<file path="src/rtl/uart_wb_sequencer.sv">
`default_nettype none
// ---------------------------------------------------------------------------
// uart_wb_sequencer : Wishbone master that programs an 8250 UART, then feeds
//                     a valid/ready byte stream into THR.      Rev 1.0
// ---------------------------------------------------------------------------
module uart_wb_sequencer #(
  parameter logic [31:0] UART_BASE   = 32'h1250_0000,
  parameter logic [15:0] DIVISOR     = 16'd27,
  parameter logic [7:0]  LCR_VAL     = 8'h03,
  parameter logic [7:0]  POLL_GAP    = 8'd4,
  parameter logic [7:0]  ACK_TIMEOUT = 8'd16
) (
  input  logic        CLK_I,
  input  logic        RST_I,
  output logic [31:0] ADR_O,
  output logic [31:0] DAT_O,
  input  logic [31:0] DAT_I,
  output logic        WE_O,
  output logic [3:0]  SEL_O,
  output logic        STB_O,
  output logic        CYC_O,
  input  logic        ACK_I,
  input  logic        cfg_start,
  input  logic        tx_valid,
  input  logic [7:0]  tx_data,
  output logic        tx_ready,
  output logic        init_done,
  output logic        busy,
  output logic        err
);

  localparam logic [3:0] S_INIT0 = 4'd0;
  localparam logic [3:0] S_INIT1 = 4'd1;
  localparam logic [3:0] S_INIT2 = 4'd2;
  localparam logic [3:0] S_INIT3 = 4'd3;
  localparam logic [3:0] S_INIT4 = 4'd4;
  localparam logic [3:0] S_INIT5 = 4'd5;
  localparam logic [3:0] S_INIT6 = 4'd6;
  localparam logic [3:0] S_READY = 4'd7;
  localparam logic [3:0] S_POLL  = 4'd8;
  localparam logic [3:0] S_GAP   = 4'd9;
  localparam logic [3:0] S_WRITE = 4'd10;
  localparam logic [3:0] S_ERROR = 4'd11;

  logic [3:0]  state_q, state_d, tgt;
  logic        idle_q, idle_d, stb_q, stb_d, we_q, we_d;
  logic        err_q, err_d, done_q, done_d, pend_q, pend_d;
  logic [31:0] adr_q, adr_d;
  logic [7:0]  dat_q, dat_d, byte_q, byte_d, tmo_q, tmo_d, gap_q, gap_d;
  logic [2:0]  off;
  logic        launch, w_ack, w_cfg, w_rest, unused_dat;

  assign w_ack      = (ACK_I == 1'b1);
  assign w_rest     = (state_q == S_READY) || (state_q == S_ERROR);
  assign w_cfg      = cfg_start | pend_q;
  assign unused_dat = ^{DAT_I[31:6], DAT_I[4:0]};

  // idle_q marks the one bus-idle cycle spent in an access state before its
  // strobe is launched; every strobe starts through the launch block below.
  always_comb begin
    state_d = state_q;  idle_d = idle_q;  stb_d = stb_q;  we_d = we_q;
    adr_d   = adr_q;    dat_d  = dat_q;   tmo_d = tmo_q;  gap_d = gap_q;
    byte_d  = byte_q;   err_d  = err_q;   done_d = done_q;
    pend_d  = pend_q | (cfg_start & ~w_rest);
    launch  = 1'b0;     tgt    = state_q; off = 3'd0;
    case (state_q)
      S_READY: begin
        if (cfg_start) begin
          launch = 1'b1; tgt = S_INIT0; err_d = 1'b0; done_d = 1'b0; pend_d = 1'b0;
        end else if (tx_valid) begin
          launch = 1'b1; tgt = S_POLL; byte_d = tx_data;
        end
      end
      S_ERROR: begin
        if (w_cfg) begin
          launch = 1'b1; tgt = S_INIT0; err_d = 1'b0; done_d = 1'b0; pend_d = 1'b0;
        end
      end
      S_GAP: begin
        if (w_cfg) begin
          launch = 1'b1; tgt = S_INIT0; done_d = 1'b0; pend_d = 1'b0;
        end else if (gap_q + 8'd1 >= POLL_GAP) begin
          launch = 1'b1; tgt = S_POLL;
        end else begin
          gap_d = gap_q + 8'd1;
        end
      end
      default: begin
        if (stb_q) begin
          if (w_ack) begin
            stb_d = 1'b0; we_d = 1'b0; adr_d = 32'd0; dat_d = 8'd0;
            if (w_cfg) begin
              state_d = S_INIT0; idle_d = 1'b1; done_d = 1'b0; pend_d = 1'b0;
            end else begin
              case (state_q)
                S_INIT6: begin state_d = S_READY; done_d = 1'b1; end
                S_WRITE: state_d = S_READY;
                S_POLL: begin
                  if (DAT_I[5]) begin
                    state_d = S_WRITE; idle_d = 1'b1;
                  end else begin
                    state_d = S_GAP; gap_d = 8'd0;
                  end
                end
                default: begin state_d = state_q + 4'd1; idle_d = 1'b1; end
              endcase
            end
          end else if (tmo_q + 8'd1 >= ACK_TIMEOUT) begin
            stb_d = 1'b0; we_d = 1'b0; adr_d = 32'd0; dat_d = 8'd0;
            state_d = S_ERROR; err_d = 1'b1; done_d = 1'b0;
          end else begin
            tmo_d = tmo_q + 8'd1;
          end
        end else begin
          // Idle slot over (or an unreachable encoding): launch, honouring restarts.
          launch = 1'b1;
          if (w_cfg || !idle_q || state_q > S_ERROR) begin
            tgt = S_INIT0; pend_d = 1'b0; done_d = 1'b0;
            if (cfg_start || pend_q) err_d = 1'b0;
          end
        end
      end
    endcase

    if (launch) begin
      state_d = tgt; idle_d = 1'b0; stb_d = 1'b1; we_d = 1'b1; tmo_d = 8'd0; dat_d = 8'd0;
      case (tgt)
        S_INIT0: begin off = 3'd3; dat_d = 8'h83; end
        S_INIT1: begin off = 3'd0; dat_d = DIVISOR[7:0]; end
        S_INIT2: begin off = 3'd1; dat_d = DIVISOR[15:8]; end
        S_INIT3: begin off = 3'd3; dat_d = LCR_VAL & 8'h7F; end
        S_INIT4: begin off = 3'd2; dat_d = 8'h06; end
        S_INIT5: begin off = 3'd2; dat_d = 8'h00; end
        S_INIT6: begin off = 3'd1; dat_d = 8'h00; end
        S_POLL:  begin off = 3'd5; we_d = 1'b0; end
        S_WRITE: begin off = 3'd0; dat_d = byte_q; end
        default: off = 3'd0;
      endcase
      adr_d = UART_BASE + {29'd0, off};
    end
  end

  always_ff @(posedge CLK_I or negedge RST_I) begin
    if (!RST_I) begin
      state_q <= S_INIT0; idle_q <= 1'b1; stb_q <= 1'b0; we_q <= 1'b0;
      adr_q   <= 32'd0;   dat_q  <= 8'd0; tmo_q <= 8'd0; gap_q <= 8'd0;
      byte_q  <= 8'd0;    err_q  <= 1'b0; done_q <= 1'b0; pend_q <= 1'b0;
    end else begin
      state_q <= state_d; idle_q <= idle_d; stb_q <= stb_d; we_q <= we_d;
      adr_q   <= adr_d;   dat_q  <= dat_d;  tmo_q <= tmo_d; gap_q <= gap_d;
      byte_q  <= byte_d;  err_q  <= err_d;  done_q <= done_d; pend_q <= pend_d;
    end
  end

  assign ADR_O     = adr_q;
  assign DAT_O     = {24'd0, dat_q};
  assign WE_O      = we_q;
  assign SEL_O     = {3'b000, stb_q};
  assign STB_O     = stb_q;
  assign CYC_O     = stb_q;
  assign tx_ready  = (state_q == S_READY);
  assign busy      = ~w_rest;
  assign err       = err_q;
  assign init_done = done_q;

endmodule
`default_nettype wire

</file>
<file path="config.mk">
export PLATFORM = sky130hd
export DESIGN_NAME = uart_wb_sequencer
export DESIGN_NICKNAME = d
export VERILOG_FILES = /design/src/rtl/uart_wb_sequencer.sv
export SDC_FILE = /design/constraint.sdc
export NUM_CORES = 1
export LEC_CHECK = 0
export CAP_MARGIN = 30
export CORE_MARGIN = 2
export CORE_UTILIZATION = 40
export DETAILED_ROUTE_END_ITERATION = 12
export PLACE_DENSITY = 0.77
export REMOVE_ABC_BUFFERS = 1
export SLEW_MARGIN = 20
export SYNTH_ARGS = -nofsm -noshare
export SYNTH_HDL_FRONTEND = slang
export SYNTH_SLANG_ARGS = --single-unit
</file>
<file path="constraint.sdc">
create_clock -name CLK_I -period 2.5 [get_ports CLK_I]
set_input_delay 0.75 -clock CLK_I [delete_from_list [all_inputs] [get_ports CLK_I]]
set_output_delay 0.75 -clock CLK_I [all_outputs]
set_load 0.02 [all_outputs]
</file>
Word-level counts from Yosys, hierarchy flattened
Index checks and enable logic that the tools add are counted.
Word-level totals
  register bits after elaboration: 74
  word-level logic and storage cells: 171
Cells by class
  $add $sub $neg: 4
  magnitude comparators: 3
  eq/ne operators: 28
  multiplexer cells: 87
  bitwise operators: 8
  reductions and logical operators: 29
Operators with widths (number)
  $mux 32: 5
  $mux 8: 17
  $mux 4: 13
  $mux 1: 40
  $pmux 8 s5: 1
  $add 29x3->30 const A: 1
  $eq 4x4->1 const B: 6
  $eq 4x3->1 const B: 5
  $add 8x1->8 const B: 2
  $pmux 8 s2: 1
  $reduce_and 7->1: 2
  $pmux 3 s4: 1
  $pmux 4 s3: 1
  $reduce_bool 4->1: 3
  $reduce_or 2->1: 6
  $reduce_and 5->1: 2
  $reduce_bool 2->1: 5
  $eq 4x2->1 const B: 2
  $ge 8x3->1 const B: 1
  $ge 8x5->1 const B: 1
  $ne 2x1->1 const B: 4
  $ne 2x2->1 const B: 4
  $pmux 4 s2: 1
  $pmux 1 s2: 3
  22 further kinds: 32

Depth between registers and ports, before layout
Gate-level depths: netlist of run 1.
  word-level depth: 12
  depth in mapped cells: 11
  gate-level depth less buffers: 9

Least setup slack after synthesis of run 1
OpenSTA, ideal clock, no wires.
  kind: flip-flop to flip-flop
  start: reg state_q[1]
  end: reg dat_q[1]
  library setup time: 122 ps
  arrival: 2412 ps
  data required time: 2378 ps
  path slack: -34 ps
  cell stages (with the launch flop): 10
  path buffers: 1
  path through: dfrtp_1 -> clkbuf_1 -> inv_1 -> ha_1 -> nor2_1 -> o21a_1 -> nand2_1 -> and2_1 -> a311o_1 -> a32o_1
On the way
  longest elaborated chain between the ends: 8
Ends and longest elaborated chain
  start: declaration: line 45  | logic [3:0] state_q, state_d, tgt;
  start signal: assignment: line 149  | state_q <= state_d; idle_q <= idle_d; stb_q <= stb_d; we_q <= we_d;
  $gt 4x4->1: line 117  | if (w_cfg || !idle_q || state_q > S_ERROR) begin
  $logic_or 1x1->1: line 117
  $mux 4: line 117
  $mux 4: line 89  | if (stb_q) begin
  $pmux 4 s3: line 66  | case (state_q)
  $eq 4x4->1, or another cell as far along: line 127  | case (tgt)
  $pmux 8 s5: line 127
  $mux 8: line 125  | if (launch) begin
  end signal: assignment: line 150  | adr_q <= adr_d; dat_q <= dat_d; tmo_q <= tmo_d; gap_q <= gap_d;
  end: declaration: line 49  | logic [7:0] dat_q, dat_d, byte_q, byte_d, tmo_q, tmo_d, gap_q, gap_d;
Parallel ways exist; a longest one is shown, timed or not.
A chain may end at the register's enable or synchronous reset.

Final worst setup path of run 1
  start: reg gap_q[1]
  end: reg dat_q[1]
On the way
  longest elaborated chain between the ends: 8
Ends and longest elaborated chain
  start: declaration: line 49
  start signal: assignment: line 150
  $add 8x1->8 (*): line 82  | end else if (gap_q + 8'd1 >= POLL_GAP) begin
  $ge 8x3->1 (*): line 82
  $mux 4: line 82
  $mux 4: line 80  | if (w_cfg) begin
  $pmux 4 s3: line 66
  $eq 4x4->1, or another cell as far along: line 127
  $pmux 8 s5: line 127
  $mux 8: line 125
Mark *: on every way between the ends. The rest lies on a longest branch, timed or not.

==> flow_metrics.tcl, run 1 <==
set metrics [dict create \
    antenna_found_initial 0 \
    rsz0062_at_grt "yes" \
    cts_tree "done" \
    nets 489 \
    maxSlewViolCount 0 \
    status "finished, violations left" \
    die_h_microns 93.0 \
    synthMuxAreaShare_pct 4.50 \
    drt_iter0_drc 137 \
    yosys.area.top_type "dfrtp_1" \
    synth_area_sq_um 3170 \
    wl_per_cell_microns 13.7 \
    seq_area_frac_synth_pct 36.4 \
    drc 0 \
    fill_cells 689 \
    synth_compound_area_share_pct 20.7 \
    clk_pin_slew_ns 0.09 \
    grt_pass1_wl_microns 12200 \
    synth_most_common_cell "buf_4" \
    ys_ff_latch 46 \
    max_cap_violations 0 \
    start_util_pct 41.2 \
    syn2layout_area_growth_pct 26.6 \
    synth_fa_ha_area_share_pct 2.37 \
    port_buffers 36 \
    ys_types 63 \
    p_per_area_nw_per_um2 1160 \
    layout.cells.non_filler 541 \
    worst_slack_ns -0.0776 \
    coreArea_sq_um 7690 \
    place.gp.congestion 0.877 \
    first_pass_iters 5 \
    n_antenna_cell 0 \
    synth_top_family_by_area "compound AO/OA/AOI/OAI gates" \
    slew_headroom_pct 66.1 \
    synthCells 352 \
    rows 32 \
    power_mw 4.67 \
    min_period_ns 2.58 \
    synth_area_leaders "dfrtp_1, buf_4, nand2_1, o21ai_0, mux2_2" \
    syn-mean-instance-area_sq_um 9.00 \
    track_usage_pct 17.4 \
    crit_fanout 5 \
    yosys.area.top_type_share_pct 35.5 \
    synth_edf_count 0 \
    yosys.area_share.simple_pct 18.3 \
    grt_pass1_vias 2618 \
    routed_wl_microns 7430 \
    pre_cts_ws_ns -0.549 \
    vias 2764 \
    die_x_microns 93.0 \
    ctsHoldBuffers 0 \
    clock_path_buffers 2 \
    endpoint_kind "flop" \
    design_area_sq_um 4010 \
    finalSetupTns_ns -0.0792 \
    worst_ep_arrival_time_ns 2.77 \
    crit_type "flop to flop" \
    fin_util_pct 52.2 \
    p_leak_nw 1.87 \
    grt_max_degree 41 \
    ys_warn_count 0 \
    dp_hpwl_microns 5520 \
    synthXorXnorAreaFrac_pct 0.829 \
    hp-class "primary input to async pin" \
    clock-sinks 46 \
    clkLatencyLatePin_ns 0.30 \
    placed_cell_area_sq_um 3750 \
    fmax_ghz 0.388 \
    cts-root-buf "clkbuf_8" \
    dieArea_sq_um 8650 \
    vias_per_cell 5.11 \
    cts_htree_levels 2 \
    final.setup_skew_ns 0.00674 \
    finalCritPeriodShare_pct 103 \
    peakVddDrop_uv 724 \
    async_reset_ff_share_pct 100 \
    hold_violations 0 \
    drive_above_1_share_pct 26.7 \
    numCtsBuffers 5 \
    critPathRequiredTime_ns 2.69 \
    worst_setup_path_start_kind "flop" \
    ant_nets 0 \
    dp_cells 525 \
    worst_pin_slew_ns 0.509 \
    violations "setup timing" \
    setup_viol_count_final 2 \
    ios 120 \
    synth.top_cells.by_count "buf_4, dfrtp_1, nand2_1" \
    whs_ns 0.264 \
    overflow 0 \
    synth-main-ff-cell "dfrtp_1" \
]
## final timing paths
kind	end	slack, ns	startpoint	cells after the start
min reg2reg	dat_q[6]$_DFFE_PN0P_	0.50	byte_q[6]$_DFFE_PN0P_	1
max in group asynchronous	state_q[2]$_DFFE_PN0P_	1.47	RST_I	2
min	byte_q[7]$_DFFE_PN0P_	0.26	RST_I	1
max reg2reg	dat_q[1]$_DFFE_PN0P_	-0.08	gap_q[1]$_DFFE_PN0P_	8
min in group CLK_I	dat_q[6]$_DFFE_PN0P_	0.50	byte_q[6]$_DFFE_PN0P_	1
max	dat_q[1]$_DFFE_PN0P_	-0.08	gap_q[1]$_DFFE_PN0P_	8
## routing by layer
metal  vias to the layer above  global-route usage [%]  share of wire (%)
li1                       1319                       -                  -
met1                      1316                    22.2                 43
met2                       112                    29.6                 49
met3                        17                    3.38                5.6
met4                         0                    5.76                2.1
met5                         -                       0                  0
## power breakdown
group	internal [mW]	leakage, nW	switching, mW
clock	0.254	0.0544	0.252
combinational	1.43	1.21	1.60
sequential	0.946	0.611	0.190
## registers in the layout, summed over array words and instances, names as in the netlist
name	flops
init_done	1
ADR_O	4
byte_q	8
state_q	4
idle_q	1
pend_q	1
dat_q	8
WE_O	1
gap_q	8
err	1
tmo_q	8
CYC_O	1
## area by class of cell
cell class / instances / area (sq um) / area share (%)
clock buffer: 7 / 96.3 / 2.40
timing repair buffer: 98 / 825 / 20.6
inverter: 8 / 30.0 / 0.749
multi-input combinational: 279 / 1770 / 44.1
tap: 102 / 128 / 3.18
clock inverter: 1 / 8.76 / 0.218
sequential: 46 / 1150 / 28.8
## cell families after synthesis
| logic type | count (synthesis) |
|---|---|
| other | 1 |
| adders and majority gates | 6 |
| DFF | 46 |
| and+or+nand+nor | 114 |
| AOI/OAI and AO/OA | 91 |
| muxes | 13 |
| xor gates and xnor gates | 3 |
| buffers and inverters | 78 |
## timing repair
| action | in CTS | in global routing |
|---|---|---|
| setup buffers | 3 | 5 |
| pin swaps | 5 | 10 |
| setup endpoints to repair | 26 | 12 |
| gates resized for setup | 14 | 16 |
| gates cloned | 0 | 0 |
## cells in the final DEF (no fill, tap or decap), types with 3 or more instances in the layout
| cell type | n |
|---|---|
| a22o_1 | 6 |
| nor3_1 | 9 |
| o211ai_1 | 3 |
| conb_1 | 52 |
| inv_1 | 7 |
| a21oi_1 | 14 |
| a21oi_2 | 3 |
| clkdlybuf4s50_1 | 32 |
| buf_4 | 59 |
| nor2_1 | 22 |
| o21a_1 | 3 |
| nand3_1 | 5 |
| a32o_1 | 4 |
| a31oi_1 | 3 |
| o31ai_1 | 4 |
| buf_6 | 3 |
| a32oi_1 | 3 |
| mux2_2 | 10 |
| nor2_2 | 3 |
| clkbuf_8 | 7 |
| ha_1 | 3 |
| dfrtp_1 | 43 |
| nor2b_1 | 7 |
| o21ai_0 | 25 |
| nand4_1 | 5 |
| and2_1 | 7 |
| nand2_1 | 36 |
## critical path: stages (launching register included)
cell     delay, ns
dfrtp_1       0.39
ha_2          0.20
nand4_1       0.11
mux2i_2       0.32
a31oi_4       0.16
o41ai_4       0.51
a31oi_1       0.16
or3_1         0.38
a32o_1        0.25
Power figures use the tool's default switching activity.
==> run 2: changes to the inputs <==
CORE_ASPECT_RATIO = 0.5   (was default)
==> run 2 against run 1 <==
  * The flow now finishes without violations
  * Wire length is 3.3% lower
  * Setup slack better by 0.078 ns
  * Global-route usage is 0.38 points lower
  * First-iteration DRC count is 14% higher
  * Clock skew is 0.00053 ns higher
  * Critical path type is now primary input to flop
==> flow_metrics.tcl, run 2 (synthesized netlist as in run 1, its figures left out) <==
set metrics [dict create \
    nets 474 \
    endpoint_kind "flop" \
    multi_input_area_sq_um 1730 \
    place.gp.congestion 0.913 \
    clock_path_buffers 2 \
    cts-root-buf "clkbuf_16" \
    slew_headroom_pct 64.7 \
    ant_nets 0 \
    fill_cells 647 \
    rr_endpoint "dat_q[1]$_DFFE_PN0P_" \
    numCtsBuffers 5 \
    peakVddDrop_uv 488 \
    ios 120 \
    antenna_found_initial 0 \
    status "finished, final reports clean" \
    r2r_slack_ns 0.06 \
    drc 0 \
    crit_chain "dlygate4sd2_1 -> or2_2 -> o41ai_4 -> a31oi_1 -> or3_1 -> a32o_1" \
    track_usage_pct 17.0 \
    worst_pin_slew_ns 0.529 \
    worst_setup_path_start_kind "primary input" \
    p_leak_nw 1.85 \
    dp_hpwl_microns 5290 \
    cp_top_family "compound AO/OA/AOI/OAI gates" \
    layout.area.seq_sq_um 1150 \
    maxSlewViolCount 0 \
    grt_pass1_vias 2482 \
    dieArea_sq_um 8690 \
    grt_pass1_wl_microns 11500 \
    crit_fanout 7 \
    worst_ep_arrival_time_ns 2.68 \
    clkLatencyLatePin_ns 0.29 \
    rsz0062_at_grt "yes" \
    port_buffers 36 \
    r2r_cells 8 \
    start_util_pct 42.3 \
    placed_cell_area_sq_um 3720 \
    routed_wl_microns 7180 \
    finalSetupTns_ns 0 \
    drive_above_1_share_pct 21.2 \
    clk_pin_slew_ns 0.07 \
    worst_slack_ns 0.0000306 \
    hp-class "primary input to async pin" \
    n_antenna_cell 0 \
    power_mw 4.78 \
    layout_commonest_cell "conb_1" \
    coreArea_sq_um 7490 \
    die_h_microns 66.9 \
    hold_violations 0 \
    vias_per_cell 5.08 \
    slowest_delay_ns 0.49 \
    pre_cts_ws_ns -0.510 \
    cts_htree_levels 2 \
    critPathCapture "dat_q[1]$_DFFE_PN0P_" \
    dp_cells 523 \
    design_area_sq_um 3950 \
    cts_tree "done" \
    p_per_area_nw_per_um2 1210 \
    crit_type "primary input to flop" \
    setup_viol_count_final 0 \
    finalCritPeriodShare_pct 100 \
    slowest_stage "o41ai_4" \
    syn2layout_area_growth_pct 24.6 \
    overflow 0 \
    fmax_ghz 0.400 \
    r2r_start "gap_q[0]$_DFFE_PN0P_" \
    layout.cells.non_filler 532 \
    crit_buf_inv 1 \
    final.setup_skew_ns 0.00727 \
    grt_max_degree 26 \
    die_x_microns 130 \
    startpoint "cfg_start" \
    path_depth 6 \
    critPathRequiredTime_ns 2.68 \
    max_cap_violations 0 \
    drt_iter0_drc 156 \
    min_period_ns 2.50 \
    layout_common_cells "conb_1, dfrtp_1, buf_4" \
    vias 2702 \
    first_pass_iters 4 \
    clock-sinks 46 \
    rows 22 \
    wl_per_cell_microns 13.5 \
]
## run 2: cell count changes in the layout (fill, tap and decap cells not counted), moves of 2 or more
cell       change
buf_4         -14
clkbuf_8       -7
clkbuf_16      +5
buf_6          -3
buf_12         +2
dfrtp_1        +2
dfrtp_2        -2
ha_1           +2
## run 2: power by group
group | internal [mW] | switching (mW)
Combinational | 1.32 | 1.54
Clock | 0.474 | 0.299
Sequential | 0.944 | 0.193
## run 2: repair_timing
item / 4_1_cts / 5_1_grt
setup endpoints to repair: 19 / 13
resized for setup: 6 / 7
pin swaps: 1 / 2
hold buffers: 0 / 0
buffers inserted: 0 / 1
## run 2: worst reg2reg max path: cells and delay by family, from the launching register on
| kind | cells | cell delay [ns] |
|---|---|---|
| adders and majority gates | 1 | 0.23 |
| DFF | 1 | 0.38 |
| AOI/OAI and AO/OA | 4 | 1.00 |
| and+or+nand+nor | 2 | 0.47 |
| muxes | 1 | 0.24 |
## run 2: through the flow
stage,util (%),hold WS [ns]
2_1_floorplan,-,0.454
3_3_place_gp,49.7,0.467
3_5_place_dp,49.7,0.475
4_1_cts,52.1,0.456
5_1_grt,52.7,0.485
6_report,52.7,0.430
## run 2: how the worst min path moves through the flow
stage | from | end | slack (ns) | cells past startpoint
2_1_floorplan | RST_I | ADR_O[0]$_DFFE_PN0P_ | 0.45 | 0
3_3_place_gp | byte_q[5]$_DFFE_PN0P_ | dat_q[5]$_DFFE_PN0P_ | 0.47 | 1
3_5_place_dp | byte_q[5]$_DFFE_PN0P_ | dat_q[5]$_DFFE_PN0P_ | 0.47 | 1
4_1_cts | RST_I | pend_q$_DFF_PN0_ | 0.46 | 1
5_1_grt | RST_I | tmo_q[0]$_DFFE_PN0P_ | 0.49 | 1
6_report | RST_I | tmo_q[4]$_DFFE_PN0P_ | 0.43 | 1
## run 2: layout make-up
| cell class | count | share of cell area, % |
|---|---|---|
| multi-input cells | 279 | 43.9 |
| flip-flops and latches | 46 | 29.2 |
| repair buffers | 83 | 18.5 |
| well taps | 108 | 3.42 |
| clock buffers | 5 | 3.17 |
| clock inverters | 3 | 1.11 |
| inverters | 8 | 0.761 |
## run 2: layer usage
| metal | GRT usage [%] | up-vias | share of wire [%] |
|---|---|---|---|
| met5 | 0 | - | 0 |
| met4 | 7.26 | 0 | 2.3 |
| met3 | 3.69 | 19 | 6.8 |
| met2 | 27.5 | 111 | 45 |
| met1 | 22.2 | 1278 | 46 |
| li1 | - | 1294 | - |
==> RTL change, RTL diff (flow settings as in run 2) <==
Put one more register stage on the output `err`, without a reset. The value now appears one clock later. The other outputs are not delayed to match.
--- a/src/rtl/uart_wb_sequencer.sv
+++ b/src/rtl/uart_wb_sequencer.sv
@@ -162,3 +162,5 @@
   assign busy      = ~w_rest;
-  assign err       = err_q;
+  always_ff @(posedge CLK_I) begin
+    err <= err_q;
+  end
   assign init_done = done_q;
Function: same outputs for any inputs over 10 cycles, from zero or initial values and one cycle with RST_I low; that may be too few to reach the edited logic, so the function may still have changed.
==> RTL change against run 2 <==
- area after synthesis decreased by 3.3%
- routed wire length decreased by 3.7%
- sequential cell count increased by 1
- critical path depth increased by 3
- setup slack improved by 60 ps
- design area decreased by 2.3%
- sequential share of layout area increased by 1.2 points
- first-iteration DRC count increased by 15%
- clock power decreased by 11%
- total power decreased by 4.0%
- combinational power decreased by 4%
- die area decreased by 3.1%
- critical endpoint is now dat_q[3]$_DFFE_PN0P_
- largest power group unchanged
==> RTL change: results (changes against run 2) <==
[metrics] run status: completed
[metrics] wire length after detailed routing: 6920 um (-3.7%)
[metrics] most area-consuming cells after synthesis: sky130_fd_sc_hd__dfrtp_1 (37%), sky130_fd_sc_hd__buf_4 (15%), sky130_fd_sc_hd__o21ai_0 (3.3%), sky130_fd_sc_hd__mux2_2 (2.9%), sky130_fd_sc_hd__nand2_1 (2.8%)
[metrics] via count of the first global-routing pass: 2304 (-7.2%)
[metrics] Worst VDD drop: 0.480 mV (-1.6%)
[metrics] dpl cell area: 0.00361 mm^2 (-3.0%)
[metrics] DP HPWL: 5160 um (-2.5%)
[metrics] fraction of layout cells with a size suffix above 1: 25.3% (+4.0 points)
[metrics] number of distinct library cells after synthesis: 68 (+7.9%)
[metrics] post-synthesis sequential area ratio: 38.3% (+1.9 points)
[metrics] Critical Path Fanout Max: 3 (-4)
[metrics] Iteration-0 DRC Markers: 180 (+15%)
[metrics] Clock Skews: 7.99 ps (+0.714 ps)
[metrics] global-route wire length before repair: 11300 um (-1.7%)
[metrics] sum of internal, switching and leakage power: 4590 uW (-4.0%)
[metrics] internal reg-to-reg setup slack: 140 ps (+80 ps)
[metrics] worst reg2reg endpoint: dat_q[3]$_DFFE_PN0P_
[metrics] Crit path largest cell delay: 530 ps (+40 ps)
[metrics] final-layout fill cell count: 652 (+0.77%)
[metrics] Hold Path Class: flop to flop
[metrics] most frequent cells after synthesis: sky130_fd_sc_hd__buf_4 (60), sky130_fd_sc_hd__dfrtp_1 (45), sky130_fd_sc_hd__nand2_1 (23)
[metrics] first-pass detailed-route iteration total: 5 (+1)
[metrics] Final nets: 446 (-5.9%)
[metrics] Crit path max-delay family: buffers and inverters
[metrics] critical path's slowest cell: sky130_fd_sc_hd__clkdlybuf4s50_1
-- RTL change: cell count changes in the layout (fill, tap and decap cells not counted), sizes merged, moves of 5 or more --
cell,run 2,this run
and2,7,13
and3,1,6
nand2,36,26
nor2,25,10
nor2b,8,3
-- RTL change: worst reg2reg max path: cells and delay by family (launching register included) --
kind,cells,cell delay (ps)
buf+inv,1,150
flops,1,430
fa+ha+maj,1,240
simple gates,3,600
compound gates,3,840
-- RTL change: area by class of cell --
cell class	count	area [um^2]	area share, %
clock buffers	5	125	3.25
clock inverters	3	27.5	0.714
flip-flops and latches	47	1170	30.4
well taps	96	120	3.12
repair buffers	85	728	18.9
inverters	9	36.3	0.941
multi-input cells	247	1650	42.7
-- RTL change: cells by family after synthesis --
logic type | count (synthesis) | synth area share [%]
AO/OA/AOI/OAI | 91 | 22.3
AND/OR/NAND/NOR | 87 | 15.9
buffers and inverters | 77 | 17.1
flip-flops | 47 | 38.3
multiplexers | 10 | 3.59
adder cells (fa/ha/maj) | 6 | 2.45
other | 1 | 0.122
XOR/XNOR | 1 | 0.286
-- RTL change: stage by stage --
step | TNS [ps] | cells | hold slack, ps | util, %
6_report | 0 | 492 | 383 | 52.3
5_1_grt | -1.44 | 492 | 394 | 52.3
4_1_cts | 0 | 492 | 384 | 51.5
3_5_place_dp | -7310 | 482 | 367 | 48.9
3_3_place_gp | -6800 | 482 | 359 | 48.9
2_1_floorplan | 0 | 303 | 348 | -
-- RTL change: layer usage --
layer	up-vias	global-route usage [%]	share of wire (%)
met2	116	28.5	47
li1	1196	-	-
met1	1209	23.3	45
met5	-	0	0
met3	2	2.43	7.1
met4	0	4.26	0.58
-- RTL change: what timing repair did --
item | CTS | global route
setup endpoints to repair | 15 | 19
resized for setup | 8 | 14
pin swaps | 3 | 3
setup buffers | 2 | 0
